[src/rtl/fifo_arbiter_ctrl_pkg.sv]
// Shared definitions for the FIFO arbiter controller: one-hot state encoding
// and the threshold values the FIFOs see out of reset.
package fifo_arb_pkg;

  localparam int UMBRAL_W = 4;

  typedef enum logic [4:0] {
    ST_RESET  = 5'b00001,
    ST_INIT   = 5'b00010,
    ST_IDLE   = 5'b00100,
    ST_ACTIVE = 5'b01000,
    ST_ERROR  = 5'b10000
  } state_t;

  localparam logic [UMBRAL_W-1:0] DEF_UMBRAL_A = 4'd0;
  localparam logic [UMBRAL_W-1:0] DEF_UMBRAL_B = 4'd0;

endpackage

[src/rtl/fifo_arbiter_ctrl_if.sv]
// Bundle of every FIFO-facing signal of the arbiter controller; master is the
// controller side, slave is the FIFO array side.
interface fifo_arbiter_ctrl_if #(
  parameter int BUS_SIZE = 5,
  parameter int NUM_Q    = 4
);
  import fifo_arb_pkg::*;

  logic                      init;
  logic [UMBRAL_W-1:0]       umbral_a_in;
  logic [UMBRAL_W-1:0]       umbral_b_in;
  logic [NUM_Q-1:0]          src_empty;
  logic [NUM_Q*BUS_SIZE-1:0] src_data;
  logic [NUM_Q-1:0]          dst_pause;
  logic [2*NUM_Q-1:0]        fifo_err;
  logic [NUM_Q-1:0]          src_pop;
  logic [NUM_Q-1:0]          dst_push;
  logic [BUS_SIZE-1:0]       dst_data;
  logic [UMBRAL_W-1:0]       umbral_a;
  logic [UMBRAL_W-1:0]       umbral_b;
  logic                      idle;
  logic                      error_out;

  modport master (
    input  init, umbral_a_in, umbral_b_in, src_empty, src_data, dst_pause, fifo_err,
    output src_pop, dst_push, dst_data, umbral_a, umbral_b, idle, error_out
  );

  modport slave (
    output init, umbral_a_in, umbral_b_in, src_empty, src_data, dst_pause, fifo_err,
    input  src_pop, dst_push, dst_data, umbral_a, umbral_b, idle, error_out
  );

endinterface

[src/rtl/fifo_arbiter_ctrl_rr_grant.sv]
// Combinational request picker: round-robin starting after ptr, or fixed
// lowest-index priority when ARB_STRICT_PRIO_EN is defined.
module rr_grant #(
  parameter  int NUM_Q = 4,
  localparam int SEL_W = $clog2(NUM_Q)
) (
  input  logic [NUM_Q-1:0] req,
  input  logic [SEL_W-1:0] ptr,
  output logic [NUM_Q-1:0] grant,
  output logic [SEL_W-1:0] grant_idx,
  output logic             grant_valid
);

  logic [SEL_W-1:0] cand_idx [NUM_Q];
  logic [NUM_Q-1:0] cand_req;

  // Candidate gi is the queue examined gi-th in scan order.
  generate
    for (genvar gi = 0; gi < NUM_Q; gi++) begin : g_cand
`ifdef ARB_STRICT_PRIO_EN
      assign cand_idx[gi] = SEL_W'(gi);
`else
      assign cand_idx[gi] = ptr + SEL_W'(gi + 1);
`endif
      assign cand_req[gi] = req[cand_idx[gi]];
    end
  endgenerate

`ifdef ARB_STRICT_PRIO_EN
  logic unused_ptr;
  assign unused_ptr = ^ptr;
`endif

  always_comb begin
    grant_idx   = '0;
    grant_valid = 1'b0;
    for (int i = NUM_Q - 1; i >= 0; i--) begin
      if (cand_req[i]) begin
        grant_idx   = cand_idx[i];
        grant_valid = 1'b1;
      end
    end
  end

  generate
    for (genvar gi = 0; gi < NUM_Q; gi++) begin : g_grant
      assign grant[gi] = grant_valid && (grant_idx == SEL_W'(gi));
    end
  endgenerate

endmodule

[src/rtl/fifo_arbiter_ctrl.sv]
// Source-to-destination FIFO arbiter with threshold configuration FSM.
// Define ARB_STRICT_PRIO_EN for strict lowest-index priority instead of round-robin.
module fifo_arbiter_ctrl
  import fifo_arb_pkg::*;
#(
  parameter int BUS_SIZE = 5,
  parameter int NUM_Q    = 4
) (
  input  logic                clk,
  input  logic                reset,
  fifo_arbiter_ctrl_if.master bus
);

  localparam int SEL_W = $clog2(NUM_Q);

  state_t              state_reg;
  state_t              state_next;
  logic [NUM_Q-1:0]    req;
  logic [NUM_Q-1:0]    grant;
  logic [SEL_W-1:0]    grant_idx;
  logic                grant_valid;
  logic [SEL_W-1:0]    ptr_reg;
  logic                pop_en;
  logic                s1_valid_reg;
  logic [SEL_W-1:0]    s1_idx_reg;
  logic [BUS_SIZE-1:0] s1_word;
  logic [SEL_W-1:0]    s1_dest;
  logic [NUM_Q-1:0]    push_reg;
  logic [NUM_Q-1:0]    push_next;
  logic [BUS_SIZE-1:0] data_reg;
  logic [UMBRAL_W-1:0] umbral_a_reg;
  logic [UMBRAL_W-1:0] umbral_b_reg;
  logic                err_any;
  logic                all_empty;
  logic                pipe_empty;

  assign req        = ~bus.src_empty;
  assign err_any    = |bus.fifo_err;
  assign all_empty  = &bus.src_empty;
  assign pipe_empty = !s1_valid_reg && !(|push_reg);

  rr_grant #(.NUM_Q(NUM_Q)) u_rr_grant (
    .req         (req),
    .ptr         (ptr_reg),
    .grant       (grant),
    .grant_idx   (grant_idx),
    .grant_valid (grant_valid)
  );

  always_ff @(posedge clk or negedge reset) begin
    if (!reset) state_reg <= ST_RESET;
    else        state_reg <= state_next;
  end

  always_comb begin
    state_next = state_reg;
    case (state_reg)
      ST_RESET:  state_next = ST_INIT;
      ST_INIT:   if (!bus.init) state_next = ST_IDLE;
      ST_IDLE: begin
        if (bus.init)        state_next = ST_INIT;
        else if (!all_empty) state_next = ST_ACTIVE;
      end
      ST_ACTIVE: begin
        // With init pending no new pops are issued, so waiting for an empty pipe drains it.
        if (bus.init && pipe_empty)                state_next = ST_INIT;
        else if (!bus.init && all_empty && pipe_empty) state_next = ST_IDLE;
      end
      ST_ERROR:  state_next = ST_ERROR;
      default:   state_next = ST_RESET;
    endcase
    if (state_reg != ST_RESET && err_any) state_next = ST_ERROR;
  end

  always_comb begin
    pop_en        = 1'b0;
    bus.idle      = 1'b0;
    bus.error_out = 1'b0;
    case (state_reg)
      ST_IDLE:   bus.idle = 1'b1;
      ST_ACTIVE: pop_en = grant_valid && !bus.init && !(|bus.dst_pause) && !err_any;
      ST_ERROR:  bus.error_out = 1'b1;
      default:   pop_en = 1'b0;
    endcase
    bus.src_pop = pop_en ? grant : '0;
  end

  // The source presents the popped word one cycle after the pop strobe.
  assign s1_word = bus.src_data[s1_idx_reg*BUS_SIZE +: BUS_SIZE];
  assign s1_dest = s1_word[BUS_SIZE-1 -: SEL_W];

  generate
    for (genvar gi = 0; gi < NUM_Q; gi++) begin : g_push
      assign push_next[gi] = s1_valid_reg && (s1_dest == SEL_W'(gi));
    end
  endgenerate

  always_ff @(posedge clk or negedge reset) begin
    if (!reset) begin
      ptr_reg      <= SEL_W'(NUM_Q - 1);
      s1_valid_reg <= 1'b0;
      s1_idx_reg   <= '0;
      push_reg     <= '0;
      data_reg     <= '0;
    end else begin
      if (pop_en) ptr_reg <= grant_idx;
      if (state_next == ST_ERROR) begin
        s1_valid_reg <= 1'b0;
        push_reg     <= '0;
      end else begin
        s1_valid_reg <= pop_en;
        if (pop_en) s1_idx_reg <= grant_idx;
        push_reg <= push_next;
        if (s1_valid_reg) data_reg <= s1_word;
      end
    end
  end

  always_ff @(posedge clk or negedge reset) begin
    if (!reset) begin
      umbral_a_reg <= DEF_UMBRAL_A;
      umbral_b_reg <= DEF_UMBRAL_B;
    end else if (state_reg == ST_INIT && bus.init) begin
      umbral_a_reg <= bus.umbral_a_in;
      umbral_b_reg <= bus.umbral_b_in;
    end
  end

  assign bus.dst_push = push_reg;
  assign bus.dst_data = data_reg;
  assign bus.umbral_a = umbral_a_reg;
  assign bus.umbral_b = umbral_b_reg;

endmodule

[src/flat_wrapper.sv]
// flat-port wrapper written by rule: the top's interface ports become plain ports
module fifo_arbiter_ctrl_flat import fifo_arb_pkg::*;
#(
  parameter int BUS_SIZE = 5,
  parameter int NUM_Q    = 4
)
  (clk, reset, bus_init, bus_umbral_a_in, bus_umbral_b_in, bus_src_empty, bus_src_data, bus_dst_pause, bus_fifo_err, bus_src_pop, bus_dst_push, bus_dst_data, bus_umbral_a, bus_umbral_b, bus_idle, bus_error_out);
  fifo_arbiter_ctrl_if #(.BUS_SIZE(BUS_SIZE), .NUM_Q(NUM_Q)) bus_i ();
  input  logic clk;
  input  logic reset;
  input wire logic [$bits(bus_i.init)-1:0] bus_init;
  input wire logic [$bits(bus_i.umbral_a_in)-1:0] bus_umbral_a_in;
  input wire logic [$bits(bus_i.umbral_b_in)-1:0] bus_umbral_b_in;
  input wire logic [$bits(bus_i.src_empty)-1:0] bus_src_empty;
  input wire logic [$bits(bus_i.src_data)-1:0] bus_src_data;
  input wire logic [$bits(bus_i.dst_pause)-1:0] bus_dst_pause;
  input wire logic [$bits(bus_i.fifo_err)-1:0] bus_fifo_err;
  output wire logic [$bits(bus_i.src_pop)-1:0] bus_src_pop;
  output wire logic [$bits(bus_i.dst_push)-1:0] bus_dst_push;
  output wire logic [$bits(bus_i.dst_data)-1:0] bus_dst_data;
  output wire logic [$bits(bus_i.umbral_a)-1:0] bus_umbral_a;
  output wire logic [$bits(bus_i.umbral_b)-1:0] bus_umbral_b;
  output wire logic [$bits(bus_i.idle)-1:0] bus_idle;
  output wire logic [$bits(bus_i.error_out)-1:0] bus_error_out;
  assign bus_i.init = bus_init;
  assign bus_i.umbral_a_in = bus_umbral_a_in;
  assign bus_i.umbral_b_in = bus_umbral_b_in;
  assign bus_i.src_empty = bus_src_empty;
  assign bus_i.src_data = bus_src_data;
  assign bus_i.dst_pause = bus_dst_pause;
  assign bus_i.fifo_err = bus_fifo_err;
  assign bus_src_pop = bus_i.src_pop;
  assign bus_dst_push = bus_i.dst_push;
  assign bus_dst_data = bus_i.dst_data;
  assign bus_umbral_a = bus_i.umbral_a;
  assign bus_umbral_b = bus_i.umbral_b;
  assign bus_idle = bus_i.idle;
  assign bus_error_out = bus_i.error_out;
  fifo_arbiter_ctrl #(.BUS_SIZE(BUS_SIZE), .NUM_Q(NUM_Q)) u_core (.clk(clk), .reset(reset), .bus(bus_i));
endmodule
[config.mk]
export PLATFORM = sky130hd
export DESIGN_NAME = fifo_arbiter_ctrl_flat
export DESIGN_NICKNAME = d
export VERILOG_FILES = /design/src/rtl/fifo_arbiter_ctrl_pkg.sv /design/src/rtl/fifo_arbiter_ctrl_if.sv /design/src/rtl/fifo_arbiter_ctrl_rr_grant.sv /design/src/rtl/fifo_arbiter_ctrl.sv /design/src/flat_wrapper.sv
export SDC_FILE = /design/constraint.sdc
export NUM_CORES = 1
export LEC_CHECK = 0
export CORE_ASPECT_RATIO = 1.2
export CORE_UTILIZATION = 43
export DETAILED_ROUTE_END_ITERATION = 8
export GPL_ROUTABILITY_DRIVEN = 0
export GPL_TIMING_DRIVEN = 0
export PLACE_DENSITY = 0.82
export SLEW_MARGIN = 40
export SYNTH_ARGS = -nofsm -noshare
export SYNTH_HDL_FRONTEND = slang
export SYNTH_SLANG_ARGS = --single-unit
[constraint.sdc]
create_clock -name clk -period 4.4 [get_ports clk]
set_input_delay 0.44 -clock clk [delete_from_list [all_inputs] [get_ports clk]]
set_output_delay 0.44 -clock clk [all_outputs]
set_load 0.01 [all_outputs]
# Yosys cells after proc, flatten, opt, wreduce, memory -nomap -nowiden
# Cells that the tools add are included.
op_classes:
  shift: 1
  n_reduce_logical: 30
  n_addsub: 3
  muxes: 29
  magnitude_cmp: 4
  eq_ne: 13
  bitwise: 2
  mul: 1
op_table:
  columns: ["op", "count"]
  rows:
  - ["5-bit two-way mux", 6]
  - ["5-bit case mux with 5 select lines", 1]
  - ["20-bit by 6-bit variable part select with 5-bit output", 1]
  - ["1-bit logical AND", 17]
  - ["2-bit by 3-bit < comparator with 1-bit output, second input constant", 4]
  - ["1-bit two-way mux", 12]
  - ["5-bit == test, second input constant", 2]
  - ["1-bit binary-select mux with 2-bit select", 4]
  - ["2-bit == test, second input constant", 4]
  - ["2-bit two-way mux", 4]
  - ["4-bit two-way mux", 2]
  - ["4-bit OR reduction", 2]
  - ["8-bit OR reduction", 1]
  - ["5-bit by 1-bit == test with 1-bit output, second input constant", 1]
  - ["5-bit by 2-bit == test with 1-bit output, second input constant", 1]
  - ["5-bit by 3-bit == test with 1-bit output, second input constant", 1]
  - ["5-bit by 4-bit == test with 1-bit output, second input constant", 1]
  - ["1-bit logical NOT", 5]
  - ["2-bit by 3-bit multiplier with 5-bit output, second input constant", 1]
  - ["5-bit by 1-bit inequality test with 1-bit output, second input constant", 1]
  - ["2-bit adder, second input constant", 2]
  - ["2-bit by 1-bit == test with 1-bit output, second input constant", 2]
  - ["2-bit logical NOT", 2]
  - ["4-bit NOT", 1]
  - ["other kinds (4)", 5]
totals:
  word_cells: 91
  reg_bits: 27
  out_inout_bits: 23
  in_bits: 47

# Longest topological paths before layout
# Gate-level depths: netlist (run 1).
logic_depth:
  depth_word: 12
  depth_mapped: 5
  depth_no_buf: 5

# Modules after synthesis
# Synthesis (run 1) repeated with hierarchy kept, for this count alone.
hier_totals:
  cells_unflattened: 144
  hier_area_um2: 1607.8
by_module_without_submodules:
  columns: ["module", "seq_area_each_um2", "cells_per_inst", "area_per_inst_um2", "n_inst"]
  rows:
  - ["fifo_arbiter_ctrl", 679.4, 112, 1388.8, 1]
  - ["rr_grant", 0.0, 32, 219.0, 1]

# Worst setup path before layout (run 1)
# No wires, ideal clock.
synth_path:
  path_kind: "input -> output"
  from: "input port bus_fifo_err[5]"
  to: "output port bus_src_pop[1]"
  arrival_time_ns: 1.657
  required_ns: 3.960
  path_stages: 5
  n_path_buf: 0
  slack_ns: 2.303
  path_cell_list: "or4_1 -> nor2_4 -> nand4_2 -> inv_2 -> and3_1"
synth_via:
  elab_chain_cells: 5
synth_lines:
  columns: ["element", "line", "rtl"]
  rows:
  - ["from (decl)", "flat_wrapper.sv:17", "input wire logic [$bits(bus_i.fifo_err)-1:0] bus_fifo_err;"]
  - ["8-bit OR reduction", "fifo_arbiter_ctrl.sv:38", "assign err_any = |bus.fifo_err;"]
  - ["1-bit logical NOT", "fifo_arbiter_ctrl.sv:81", "ST_ACTIVE: pop_en = grant_valid && !bus.init && !(|bus.dst_pause) && !err_any;"]
  - ["1-bit logical AND", "fifo_arbiter_ctrl.sv:81", null]
  - ["1-bit two-way mux", "fifo_arbiter_ctrl.sv:79", "case (state_reg)"]
  - ["4-bit two-way mux", "fifo_arbiter_ctrl.sv:85", "bus.src_pop = pop_en ? grant : '0;"]
  - ["to (decl)", "flat_wrapper.sv:18", "output wire logic [$bits(bus_i.src_pop)-1:0] bus_src_pop;"]
# Every way passes these cells.

# Worst setup path after layout (run 1)
layout_path:
  from: "input port bus_fifo_err[5]"
  to: "output port bus_src_pop[3]"
# The elaborated chain is that of the path after synthesis.

==> metrics.md, run 1 <==
| Metric | Value |
|---|---|
| Crit Path Max Fanout | `7` |
| H-tree Lvls | `1` |
| # fillers | `238` |
| Path depth of the worst reg2reg path | `4` |
| Ant. Diodes | `0` |
| RSZ-0062 raised after global routing | `no` |
| Area of the multi-input gates | `698 um2` |
| WL final | `approximately 3.2 mm` |
| Rel. slew slack | `between 60% and 70%` |
| Pwr dens | `193 nW/um2` |
| Critical path required time | `between 3 and 4 ns` |
| Die X | `54.2 um` |
| Setup TNS | `0 ns` |
| Post-DRT Antenna Nets | `0` |
| Pleak | `approximately 0.00092 uW` |
| Final hold vios | `0` |
| CTS tree | `yes` |
| DIE AREA | `3510 um2` |
| Syn. warnings | `0` |
| Peak Freq | `approximately 0.33 GHz` |
| Tmin final | `approximately 3.1 ns` |
| Clock Tree Root | `clkbuf_4` |
| Max cap viols | `0` |
| Largest family of logic cells by synthesized area | `multiplexers` |
| Post-Syn Area | `between 1000 and 1500 um2` |
| Die Span Y | `between 60 and 70 um` |
| CTS Sinks | `27` |
| Syn Inst Count | `114` |
| FF+latch area | `roughly 680 um2` |
| FF-to-FF setup slack | `2.50 ns` |
| Iter 0 DRT Violations | `22` |
| WL/cell | `14.5 um` |
| R2r startpoint | `u_core.state_reg[1]$_DFF_PN0_` |
| Clk Latency, worst-skew pair | `between 0.3 and 0.4 ns` |
| Vias per inst | `about 5.5` |
| FP Rows | `22` |
| Post-CTS sizing | `0` |
| Setup Fix Bufs, Post-CTS | `0` |
| Most frequent cells in the layout | `clkdlybuf4s50_1, dfrtp_1, mux2_2, nor2_1, nor3_1` |
| GRT Total Usage | `between 20% and 30%` |
| # setup viols final | `0` |
| Clk buf depth | `2` |
| EDFF count, synth | `0` |
| First-pass GRT wire length | `approximately 5.2 mm` |
| Largest net degree at the start of global routing | `28` |
| Yosys reg bits | `27` |
| CP Launch Point | `bus_fifo_err[5]` |
| TritonCTS Buffers | `3` |
| Ys flop type | `dfrtp_1` |
| Total number of vias | `around 1,200` |
| Worst slew pin tran | `roughly 0.6 ns` |
| Final period util | `between 60 and 70%` |
| Syn nets | `between 150 and 200` |
| Layout cells sized above 1 | `around 18%` |
| Crit. End Element | `primary output` |
| WS Path Type | `input port to primary output` |
| Starting Density | `a little under half` |
| Post-Synth Adder-Cell Area | `0%` |
| Core footprint | `approximately 3100 um2` |
| Xor and xnor area share after synthesis | `less than 1%` |
| DRT Pass-1 Iters | `4` |
| CTS clk-pin slew, worst paths | `around 0.15 ns` |
| CP Launch Type | `input port` |
| Simple-gate area share of the yosys netlist | `about 16%` |
| Outcome | `finished, final reports clean` |
| Multiplexer area fraction after synthesis | `between 20% and 30%` |
| Worst Skew | `slightly above 0.003 ns` |
| Synth cell types | `36` |
| Hold Crit Class | `input port to asynchronous set/reset pin` |
| Area fraction in compound gates after synthesis | `approximately a tenth` |
| Nets | `235` |
| Area grow syn2layout | `54.0%` |
| Commonest non-fill, non-tap cell in the layout | `clkdlybuf4s50_1` |
| I/O Pins | `70` |
| Fin. max-slew vios | `0` |
| DRC viols | `0` |
| Worst Path Arrival | `between 2 and 3 ns` |
| Syn avg cell area | `approximately 12 um2` |
| Hold_buf cts | `0` |
| Post-DP HPWL | `about 2.6 mm` |
| Initial antenna violation count | `0` |
| Worst vdd ir | `~0.16 mV` |
| Sequential-to-total area share from yosys stat | `between 40% and 50%` |
| WHS | `between 0.09 and 0.1 ns` |
| Reg2reg end | `u_core.bus.dst_data[0]$_DFFE_PN0P_` |
| Vias in the first global route | `1,291` |
| Share of flip-flops with an asynchronous set or reset | `100%` |
| GRT Residual Overflow | `0` |
| IO buf count | `between 60 and 70` |
==> report_power, final <==
group          switching [uW]  leakage [uW]  internal (uW)
Clock                    76.5     0.0000139           34.8
Combinational            17.1      0.000545           41.5
Sequential                  0      0.000361            248
Total                    93.6      0.000920            325
==> synthesized netlist by cell type, drive strengths merged, types with 2 or more instances <==
cell type	count	area share, %
dfrtp	24	43
mux2	17	15
nor2	9	2.9
inv	7	1.9
nor3	7	2.5
mux4	5	8.0
o21ai	5	1.8
a21oi	3	1.1
and3	3	1.3
dfstp	3	5.6
nand2	3	0.80
nand2b	3	1.3
or3	3	1.7
or4	3	1.6
nor4	2	0.89
o22ai	2	0.89
o31ai	2	1.1
==> per-layer routing <==
metal | part of all wire, % | vias up | track usage [%]
met3 | 7.1 | 4 | 5.16
met4 | 1.1 | 0 | 9.94
met1 | 37 | 586 | 21.4
met5 | 0 | - | 0
li1 | - | 575 | -
met2 | 54 | 51 | 36.7
==> per-stage QoR <==
step | util, % | area (um2) | std cells | total power [uW] | setup WS [ns]
2_1_floorplan | - | 1410 | 114 | 264 | 2.30
3_3_place_gp | 69.5 | 2140 | 219 | 311 | 1.32
3_5_place_dp | 69.4 | 2140 | 219 | 312 | 1.34
4_1_cts | 70.3 | 2170 | 223 | 423 | 1.31
5_1_grt | 70.3 | 2170 | 223 | 436 | 1.20
6_report | 70.3 | 2170 | 223 | 418 | 1.32
==> critical path: stages <==
cell	delay, ns
clkdlybuf4s50_1	0.39
or4_1	0.57
nor2_4	0.22
nand4_2	0.15
inv_2	0.17
and3_1	0.17
clkdlybuf4s50_1	0.53
==> cell families after synthesis <==
family	count (synthesis)
AOI/OAI and AO/OA	18
xor gates and xnor gates	1
DFF	27
muxes	23
buffers and inverters	8
and+or+nand+nor	37
==> cell type report <==
class | count | area share, %
multi-input cells | 79 | 32.2
repair buffers | 69 | 31.6
flip-flops and latches | 27 | 31.3
well taps | 36 | 2.08
inverters | 7 | 1.21
clock buffers | 3 | 1.04
clock inverters | 1 | 0.346
plain buffers | 1 | 0.173
==> how the worst max path moves through the flow <==
stage,endpoint,slack [ns],depth (start not counted)
after CTS,bus_src_pop[3],1.31,7
after global placement,bus_src_pop[3],1.32,7
after global routing,bus_src_pop[3],1.20,7
after detailed placement,bus_src_pop[3],1.34,7
after floorplan,bus_src_pop[1],2.30,5
final,bus_src_pop[3],1.32,7
Power figures use the tool's default switching activity.
==> inputs of run 2 (changes only) <==
--- a/config.mk
+++ b/config.mk
@@ -6,11 +6,11 @@
 export NUM_CORES = 1
 export LEC_CHECK = 0
 export CORE_ASPECT_RATIO = 1.2
-export CORE_UTILIZATION = 43
+export CORE_UTILIZATION = 36
 export DETAILED_ROUTE_END_ITERATION = 8
 export GPL_ROUTABILITY_DRIVEN = 0
 export GPL_TIMING_DRIVEN = 0
-export PLACE_DENSITY = 0.82
+export PLACE_DENSITY = 0.73
 export SLEW_MARGIN = 40
 export SYNTH_ARGS = -nofsm -noshare
 export SYNTH_HDL_FRONTEND = slang
==> constraint.sdc (replaced) <==
create_clock -name clk -period 2.8 [get_ports clk]
set_input_delay 0.28 -clock clk [delete_from_list [all_inputs] [get_ports clk]]
set_output_delay 0.28 -clock clk [all_outputs]
set_load 0.01 [all_outputs]
==> metrics.md, run 2 (same netlist as run 1, synthesis figures left out) <==
| Metric | Value |
|---|---|
| Most used cell, CP | `clkdlybuf4s50_1 (unchanged)` |
| IO buf count | `69 (unchanged)` |
| Setup TNS | `0 ns (unchanged)` |
| Clk Latency, worst-skew pair | `0.27 ns (was 0.33 ns)` |
| CTS clk-pin slew, worst paths | `0.10 ns (was 0.15 ns)` |
| Pwr dens | `318 nW/um2 (was 193 nW/um2)` |
| Area grow syn2layout | `57.9% (was 54.0%)` |
| DRC viols | `0 (unchanged)` |
| H-tree Lvls | `1 (unchanged)` |
| R2r startpoint | `u_core.state_reg[1]$_DFF_PN0_ (unchanged)` |
| Top Family by Delay on Critical Path | `simple AND/OR/NAND/NOR gates (unchanged)` |
| FP Rows | `24 (was 22)` |
| TritonCTS Buffers | `3 (unchanged)` |
| Die X | `59.1 um (was 54.2 um)` |
| Fin. max-slew vios | `0 (unchanged)` |
| Tmin final | `roughly 2.7 ns` |
| Crit Path Max Fanout | `5 (was 7)` |
| Layout cells sized above 1 | `18.5% (was 17.6%)` |
| CTS tree | `yes (unchanged)` |
| Failing checks | `negative hold slack` |
| First-pass GRT wire length | `5.61 mm (was 5.21 mm)` |
| Worst Skew | `0.00942 ns (was 0.00306 ns)` |
| Post-CTS sizing | `0 (unchanged)` |
| Post-DRT Antenna Nets | `0 (unchanged)` |
| Critical path required time | `2.52 ns (was 3.96 ns)` |
| Final period util | `between 90% and 100%` |
| Worst path max stage delay | `0.57 ns (about the same)` |
| DIE AREA | `4160 um2 (was 3510 um2)` |
| # fillers | `295 (was 238)` |
| Clock Tree Root | `clkbuf_8 (was clkbuf_4)` |
| Initial antenna violation count | `0 (unchanged)` |
| CP Launch Type | `input port (unchanged)` |
| Setup Fix Bufs, Post-CTS | `2 (was 0)` |
| CTS Sinks | `27 (unchanged)` |
| I/O Pins | `70 (unchanged)` |
| RSZ-0062 raised after global routing | `no (unchanged)` |
| Core Util, Final | `60.2% (was 70.3%)` |
| Clk buf depth | `2 (unchanged)` |
| Clock Power Share | `31.5% (was 26.6%)` |
| Ant. Diodes | `0 (unchanged)` |
| Rel. slew slack | `61.2% (was 60.4%)` |
| Pint | `556 uW (was 325 uW)` |
| Outcome | `complete, but fails checks (was finished, final reports clean)` |
| Vias per inst | `5.21 (was 5.45)` |
| Die Span Y | `70.5 um (was 64.7 um)` |
| GRT Residual Overflow | `0 (unchanged)` |
| Sequential share of power | `55.2% (was 59.4%)` |
| Worst vdd ir | `0.285 mV (was 0.164 mV)` |
| Largest net degree at the start of global routing | `28 (unchanged)` |
| Final hold vios | `5 (was 0)` |
| CP Launch Point | `bus_fifo_err[5] (unchanged)` |
| Crit. End Element | `primary output (unchanged)` |
| WL final | `3.38 mm (was 3.23 mm)` |
| Max cap viols | `0 (unchanged)` |
| Power Total | `706 uW (was 418 uW)` |
| Worst slew pin tran | `0.582 ns (was 0.594 ns)` |
| DRT Pass-1 Iters | `4 (unchanged)` |
| Crit-path cells | `clkdlybuf4s50_1 > or4_1 > nor2_4 > nand4_2 > inv_2 > and3_1 > clkdlybuf4s50_1 (unchanged)` |
| Most frequent cells in the layout | `clkdlybuf4s50_1, dfrtp_1, mux2_2, nor2_1, nor3_1 (unchanged)` |
| Commonest non-fill, non-tap cell in the layout | `clkdlybuf4s50_1 (unchanged)` |
| Iter 0 DRT Violations | `21 (was 22)` |
| Total number of vias | `1,256 (was 1,216)` |
| Hold_buf cts | `0 (unchanged)` |
| Slowest cell on crit path | `or4_1 (unchanged)` |
| WS Path Type | `input port to primary output (unchanged)` |
| Placement Cell Area | `2160 um2 (was 2140 um2)` |
| Nets | `237 (was 235)` |
| Comb pwr share | `13.2% (was 14.0%)` |
| WL/cell | `14.0 um (was 14.5 um)` |
| Pleak | `0.000939 uW (was 0.000920 uW)` |
| WHS | `-0.00611 ns (was 0.0914 ns)` |
| Hold Crit Class | `input port to asynchronous set/reset pin (unchanged)` |
| Core footprint | `3690 um2 (was 3080 um2)` |
| GRT Total Usage | `17.6% (was 20.7%)` |
| Switching pwr | `150 uW (was 93.6 uW)` |
| Buf+Inv Stages, Crit Path | `3 (unchanged)` |
| Final instance area | `2220 um2 (was 2170 um2)` |
| Starting Density | `38.1% (was 45.7%)` |
| # setup viols final | `0 (unchanged)` |
| Worst Path Arrival | `2.45 ns (was 2.64 ns)` |
| Post-DP HPWL | `2.75 mm (was 2.61 mm)` |
| Peak Freq | `approximately 0.37 GHz` |
| Sw Share | `21.2% (was 22.4%)` |
| Vias in the first global route | `1,338 (was 1,291)` |
==> run 2: worst paths after layout <==
path / end / slack, ns / cells after the start
max in group asynchronous: u_core.bus.umbral_b[2]$_DFFE_PN0P_ / 2.41 / 1
worst max-delay path: bus_src_pop[3] / 0.07 / 7
worst min-delay path: u_core.state_reg[4]$_DFF_PN0_ / -0.006 / 1
worst max register to register: u_core.bus.dst_data[2]$_DFFE_PN0P_ / 0.90 / 4
worst min register to register: u_core.bus.umbral_a[3]$_DFFE_PN0P_ / 0.52 / 1
min in group clk: u_core.bus.umbral_a[3]$_DFFE_PN0P_ / 0.52 / 1
==> run 2: final cells by class <==
cell class | count | area [um2] | share of cell area (%)
multi-input cells | 79 | 698 | 31.4
repair buffers | 71 | 701 | 31.5
clock inverters | 1 | 7.51 | 0.338
clock buffers | 3 | 41.3 | 1.86
inverters | 7 | 26.3 | 1.18
well taps | 52 | 65.1 | 2.93
flip-flops and latches | 27 | 679 | 30.6
plain buffers | 1 | 3.75 | 0.169
==> run 2: power by group through the flow <==
stage	combinational [uW]	clock, uW	sequential [uW]
3_3_place_gp	91.8	0	397
3_5_place_dp	94.0	0	397
2_1_floorplan	17.8	0	397
4_1_cts	94.0	229	390
6_report	93.4	222	390
5_1_grt	101	245	390
==> run 2: per-layer routing <==
layer	up-vias	share of wire (%)	global-route usage [%]
met2	70	54	32.6
met5	-	0	0
met4	0	1.5	5.56
met1	605	35	17.9
met3	6	8.9	5.74
li1	575	-	-
==> run 2: worst register-to-register path: stages (launching register included) <==
cell and delay [ns]:
dfrtp_1 0.41, or3_4 0.41, or3b_4 0.44, o211ai_4 0.20, mux2_4 0.34
==> run 2: stage by stage <==
step | instances | setup slack (ns) | hold slack (ns)
after floorplan | 114 | 1.01 | -0.0156
after global placement | 235 | 0.0472 | 0.489
after detailed placement | 235 | 0.00570 | 0.311
after CTS | 241 | 0.0712 | 0.00973
after global routing | 241 | 0.00278 | 0.0436
final | 241 | 0.0713 | -0.00611
==> inputs of run 3 (changes only) <==
--- a/config.mk
+++ b/config.mk
@@ -5,8 +5,10 @@
 export SDC_FILE = /design/constraint.sdc
 export NUM_CORES = 1
 export LEC_CHECK = 0
+export CAP_MARGIN = 20
 export CORE_ASPECT_RATIO = 1.2
 export CORE_UTILIZATION = 36
+export CTS_CLUSTER_SIZE = 16
 export DETAILED_ROUTE_END_ITERATION = 8
 export GPL_ROUTABILITY_DRIVEN = 0
 export GPL_TIMING_DRIVEN = 0
==> results of run 3 <==
No change in the layout: final DEF, timing and power equal those of run 2.
